### config.mk
export PLATFORM = sky130hd
export DESIGN_NAME = rr_sel_arbiter
export DESIGN_NICKNAME = d
export VERILOG_FILES = /design/src/rtl/rr_sel_arbiter.sv
export SDC_FILE = /design/constraint.sdc
export NUM_CORES = 1
export LEC_CHECK = 0
export CORE_MARGIN = 3
export CORE_UTILIZATION = 39
export CTS_CLUSTER_DIAMETER = 100
export DETAILED_ROUTE_END_ITERATION = 8
export PLACE_DENSITY = 0.66
export SYNTH_ARGS = -nofsm -noshare
export SYNTH_HDL_FRONTEND = slang
export SYNTH_SLANG_ARGS = --single-unit
### constraint.sdc
create_clock -name clk -period 2.9 [get_ports clk]
set_input_delay 0.58 -clock clk [delete_from_list [all_inputs] [get_ports clk]]
set_output_delay 0.58 -clock clk [all_outputs]
set_load 0.03 [all_outputs]
### src/rtl/rr_sel_arbiter.sv
// rr_sel_arbiter: round-robin arbiter producing a registered one-hot mux select.
// A grant is held for a whole multi-beat transaction and is released only when
// the downstream acks the final (eop) beat. On release the grant moves straight
// to the next winner with no idle cycle. The releasing requester becomes the
// lowest priority.
//
// Ports:
//   clk      rising-edge clock
//   rst_n    asynchronous active-low reset
//   req      per-requester request level              [CNT]
//   ack      downstream accepted the current beat
//   eop      accepted beat is the last of the transaction (ignored when ack=0)
//   gnt      registered one-hot grant / mux select    [CNT]
//   gnt_vld  registered, high when gnt is non-zero
//   gnt_id   registered binary index of the grant     [IDW]
//   err      sticky flag: granted requester dropped req before its release
module rr_sel_arbiter #(
  parameter int unsigned CNT = 5,
  parameter int unsigned IDW = 3
) (
  input  logic           clk,
  input  logic           rst_n,
  input  logic [CNT-1:0] req,
  input  logic           ack,
  input  logic           eop,
  output logic [CNT-1:0] gnt,
  output logic           gnt_vld,
  output logic [IDW-1:0] gnt_id,
  output logic           err
);

  localparam logic [0:0] ST_IDLE = 1'b0;
  localparam logic [0:0] ST_BUSY = 1'b1;

  logic [0:0]     r_state;
  logic [IDW-1:0] r_ptr;
  logic [CNT-1:0] r_gnt;
  logic [IDW-1:0] r_gnt_id;
  logic           r_gnt_vld;
  logic           r_err;

  logic [0:0]     w_state_nxt;
  logic [IDW-1:0] w_ptr_nxt;
  logic [CNT-1:0] w_gnt_nxt;
  logic [IDW-1:0] w_gnt_id_nxt;
  logic           w_gnt_vld_nxt;
  logic           w_err_nxt;

  logic           w_release;
  logic [IDW-1:0] w_ptr_rel;
  logic [IDW-1:0] w_ptr_scan;
  logic [CNT-1:0] w_masked;
  logic [IDW-1:0] w_winner;
  logic [CNT-1:0] w_onehot;

  // Index of the lowest set bit; 0 when the vector is empty.
  function automatic logic [IDW-1:0] f_lsb(input logic [CNT-1:0] v);
    logic [IDW-1:0] idx;
    idx = '0;
    for (int i = CNT - 1; i >= 0; i--) begin
      if (v[i]) idx = IDW'(i);
    end
    return idx;
  endfunction

  assign w_release = (r_state == ST_BUSY) && ack && eop;

  // Pointer after release: one past the current owner, wrapping at CNT-1.
  assign w_ptr_rel = (r_gnt_id == IDW'(CNT - 1)) ? '0 : r_gnt_id + IDW'(1);

  // Re-arbitration on release already uses the advanced pointer.
  assign w_ptr_scan = w_release ? w_ptr_rel : r_ptr;

  // Requests at or above the pointer; fall back to all requests for wrap-around.
  always_comb begin
    w_masked = '0;
    for (int i = 0; i < CNT; i++) begin
      w_masked[i] = req[i] && (IDW'(i) >= w_ptr_scan);
    end
  end

  assign w_winner = (|w_masked) ? f_lsb(w_masked) : f_lsb(req);
  assign w_onehot = CNT'(1) << w_winner;

  // Next-state and next-output logic.
  always_comb begin
    w_state_nxt   = r_state;
    w_ptr_nxt     = r_ptr;
    w_gnt_nxt     = r_gnt;
    w_gnt_id_nxt  = r_gnt_id;
    w_gnt_vld_nxt = r_gnt_vld;
    w_err_nxt     = r_err;
    case (r_state)
      ST_IDLE: begin
        if (|req) begin
          w_state_nxt   = ST_BUSY;
          w_gnt_nxt     = w_onehot;
          w_gnt_id_nxt  = w_winner;
          w_gnt_vld_nxt = 1'b1;
        end
      end
      ST_BUSY: begin
        if (w_release) begin
          w_ptr_nxt = w_ptr_rel;
          if (|req) begin
            w_gnt_nxt     = w_onehot;
            w_gnt_id_nxt  = w_winner;
            w_gnt_vld_nxt = 1'b1;
          end else begin
            w_state_nxt   = ST_IDLE;
            w_gnt_nxt     = '0;
            w_gnt_id_nxt  = '0;
            w_gnt_vld_nxt = 1'b0;
          end
        end else if (~|(req & r_gnt)) begin
          // Owner let go of req before its final beat was acked.
          w_err_nxt = 1'b1;
        end
      end
      default: begin
        w_state_nxt   = ST_IDLE;
        w_gnt_nxt     = '0;
        w_gnt_id_nxt  = '0;
        w_gnt_vld_nxt = 1'b0;
      end
    endcase
  end

  // State and output registers.
  always_ff @(posedge clk or negedge rst_n) begin
    if (!rst_n) begin
      r_state   <= ST_IDLE;
      r_ptr     <= '0;
      r_gnt     <= '0;
      r_gnt_id  <= '0;
      r_gnt_vld <= 1'b0;
      r_err     <= 1'b0;
    end else begin
      r_state   <= w_state_nxt;
      r_ptr     <= w_ptr_nxt;
      r_gnt     <= w_gnt_nxt;
      r_gnt_id  <= w_gnt_id_nxt;
      r_gnt_vld <= w_gnt_vld_nxt;
      r_err     <= w_err_nxt;
    end
  end

  assign gnt     = r_gnt;
  assign gnt_vld = r_gnt_vld;
  assign gnt_id  = r_gnt_id;
  assign err     = r_err;

endmodule

==> parameters.txt <==
Parameter                              Value

STA
  Slew Limit Fails ... 0
  Highest clock rate ... approximately 0.42 GHz
  Period utilization ... 0.8159
  Worst slew margin ... 0.5724
  Time the final worst path needs with I/O delays and setup ... 2366 ps
  Total negative slack for setup checks ... 0 ps
  Count of endpoints failing hold in the final timing report ... 0
  Transition time at the pin with the least slew margin ... 639.5 ps
  Setup violation total in the final timing report ... 0
  Clk_skew ... 0.9705 ps
  Setup repair after global routing missed its margin ... no

Power and ir drop
  Part of the power in combinational logic ... 0.467
  Net Switching ... 0.3211 mW
  Worst IR Drop VDD ... 0.5163 mV
  Clock network fraction of total power ... 0.180
  Switching share of power ... 0.4007
  Power density over the cells ... 679.1 nW/um2
  Power share of the sequential group ... 0.353
  Pwr Total ... 0.8013 mW
  Internal power ... 0.4802 mW
  Leak pwr ... 0.4650 nW

GRT
  Initial antenna violation count ... 0
  Global-route wire length before repair ... 3.698 mm
  Total congestion overflow ... 0
  Via count of the first global-routing pass ... 764
  Pin count of the biggest net entering global routing ... 15
  Aggregate global-route resource usage ... 0.1747

Clocking
  Number of buffers on the longest clock path ... 2
  Number of clock sinks seen by CTS ... 14
  Post-CTS repair timing setup buffer count ... 0
  Clock root cell ... clkbuf_4
  Latest clock arrival within the worst-skew pair ... between 200 and 300 ps
  CTS clk-pin slew, worst paths ... about 90 ps
  TritonCTS clock tree ... built
  Number of buffers inserted during clock tree synthesis ... 3
  Hold-fix buffers, CTS ... 0
  CTS resizes ... 0
  CTS H-Tree Depth ... 1

Die
  Core area ... 2255 um2
  Site row count ... 17
  Number of top-level pins ... 19
  Die ar. ... 3034 um2
  Overall die height ... 55.09 um
  Effective utilization at floorplan ... 0.4168
  Die width ... between 50 and 60 um

Worst setup path
  Crit path max-delay cell type ... clkdlybuf4s50_1
  Arrival time reported for the critical path endpoint ... 2550 ps
  Setup crit start kind ... input port
  Crit path largest cell delay ... 550 ps
  WP data required ... 3080 ps
  Worst-path maximum fanout ... 7
  Top cell family by delay on the critical path ... compound AO/OA/AOI/OAI gates
  Type of the setup path with the least slack ... in -> reg
  Buffers plus inverters on the worst setup path ... 1
  Type of destination of the critical path ... flop
  CP Cell Sequence ... clkdlybuf4s50_1, and3_1, o21ai_0, a2111oi_4, a32oi_1, a22o_1

Cells and area
  Share of cells above drive strength 1 ... 0.1228
  Final net count ... between 100 and 150
  Layout Cell Area excl Fill ... 1180 um2
  Final standard cell count with taps included and fillers excluded ... 142
  Diode insertion count for antenna repair ... 0
  Area growth from synthesis to final layout ... 25.57%

Synth
  Syn_nets ... 104
  Number of flops mapped to enable cells by yosys ... 0
  Post-Syn Instances ... 93
  Yosys warning count ... 0
  Post-synthesis sequential area ratio ... 0.3728
  Register bit count reported by yosys ... 14
  Per-instance average area after synthesis ... 10.10 um2
  Share of synthesized registers carrying an async set or reset ... 1.000
  Post-Syn Area ... 939.7 um2
  Most instantiated flip-flop cell in the synthesis netlist ... dfrtp_1
  Distinct cells, synth ... 42

Placed design
  Cell Count Post-Placement ... 138
  Placed standard-cell area ... 1144 um2
  Final weighted congestion in routability-driven placement ... 0.8890
  Post-DP HPWL ... between 1.5 and 2 mm
  IO buf count ... 18

Drt
  Routed wire length ... ~2.3 mm
  Average wire per cell in the routed design ... around 16 um
  Number of DRC markers in iteration 0 ... 22
  Via-to-Cell Ratio ... 5.972
  DRT Pass-1 Iters ... 4
  Total number of vias ... 848
  DR DRC count ... 0
  Remaining number of nets flagged by the antenna check after routing ... 0

Hold path
  Class of the tightest hold or removal check ... reg -> reg

Flow run
  Max-capacitance violation count ... 0

Run status
  Outcome ... finished, final reports clean
## logic make-up (layout without fill, tap and decap cells)
family	count (synthesis)	in the layout	share of synthesized area
AOI/OAI and AO/OA	42	42	0.3875
adders and majority gates	2	2	0.02663
buffers and inverters	9	30	0.05192
DFF	14	14	0.3728
muxes	1	1	0.01198
and+or+nand+nor	25	25	0.1492
## synth_stat cells, drive strengths merged, types with 3 or more instances
library cell | instances | area, um2
a211oi | 4 | 35.03
a21o | 3 | 22.52
a21oi | 6 | 30.03
a31oi | 3 | 18.77
a32o | 3 | 30.03
dfrtp | 14 | 350.3
inv | 6 | 22.52
nand2 | 10 | 37.54
o21ai | 7 | 35.03
## registers in the layout, indices dropped and copies added, names as in the netlist
name and count:
gnt 5, gnt_id 3, r_ptr 3, err 1, r_state 1, gnt_vld 1
## worst paths after layout
kind / start / endpoint / slack (ps) / cells after the start
max: eop / gnt[2] / 530 / 6
min: err / err / 480 / 1
max reg2reg: gnt_id[0] / gnt[2] / 710 / 7
min reg2reg: err / err / 480 / 1
max in group asynchronous: rst_n / gnt[4] / 1810 / 1
min in group asynchronous: rst_n / err / 680 / 1
## layout make-up
cell class | count | area (um2)
fillers | 226 | 1075
multi-input cells | 70 | 540.5
flip-flops and latches | 14 | 350.3
repair buffers | 20 | 195.2
clock buffers | 4 | 36.28
well taps | 28 | 35.03
inverters | 6 | 22.52
## layout by cell type (no fill, tap or decap), drive strengths merged, types with 3 or more instances in the layout
| master | count |
|---|---|
| a211oi | 4 |
| a21o | 3 |
| a21oi | 6 |
| a31oi | 3 |
| a32o | 3 |
| clkbuf | 4 |
| clkdlybuf4s50 | 18 |
| dfrtp | 14 |
| inv | 6 |
| nand2 | 10 |
| o21ai | 7 |
## per-stage QoR
step / hold slack [ps] / setup slack [ps] / utilization
6_report: 478.7 / 533.9 / 0.5233
5_1_grt: 527.1 / 404.5 / 0.5233
4_1_cts: 479.6 / 547.4 / 0.5233
3_5_place_dp: 456.6 / 226.9 / 0.5072
3_3_place_gp: 444.1 / 289.3 / 0.5072
2_1_floorplan: 284.4 / 685.7 / -
## metal layers
metal | GRT usage | share of wire
met1 | 0.2533 | 0.50
met2 | 0.2402 | 0.44
met3 | 0.05630 | 0.044
met4 | 0.06073 | 0.014
met5 | 0 | 0
## power groups by stage
stage,clock network [mW],logic [mW],registers [mW]
6_report,0.144,0.374,0.283
5_1_grt,0.154,0.408,0.291
4_1_cts,0.144,0.374,0.284
3_5_place_dp,0,0.372,0.286
3_3_place_gp,0,0.373,0.288
2_1_floorplan,0,0.187,0.339
## worst reg2reg max path, stage by stage, from the launching register on
cell and delay (ps):
dfrtp_1 420, inv_1 60, ha_1 210, a21oi_1 300, o21ai_0 280, a2111oi_4 380
a32oi_1 200, a22o_1 230
Note: power is estimated with default switching activity, not from simulation.
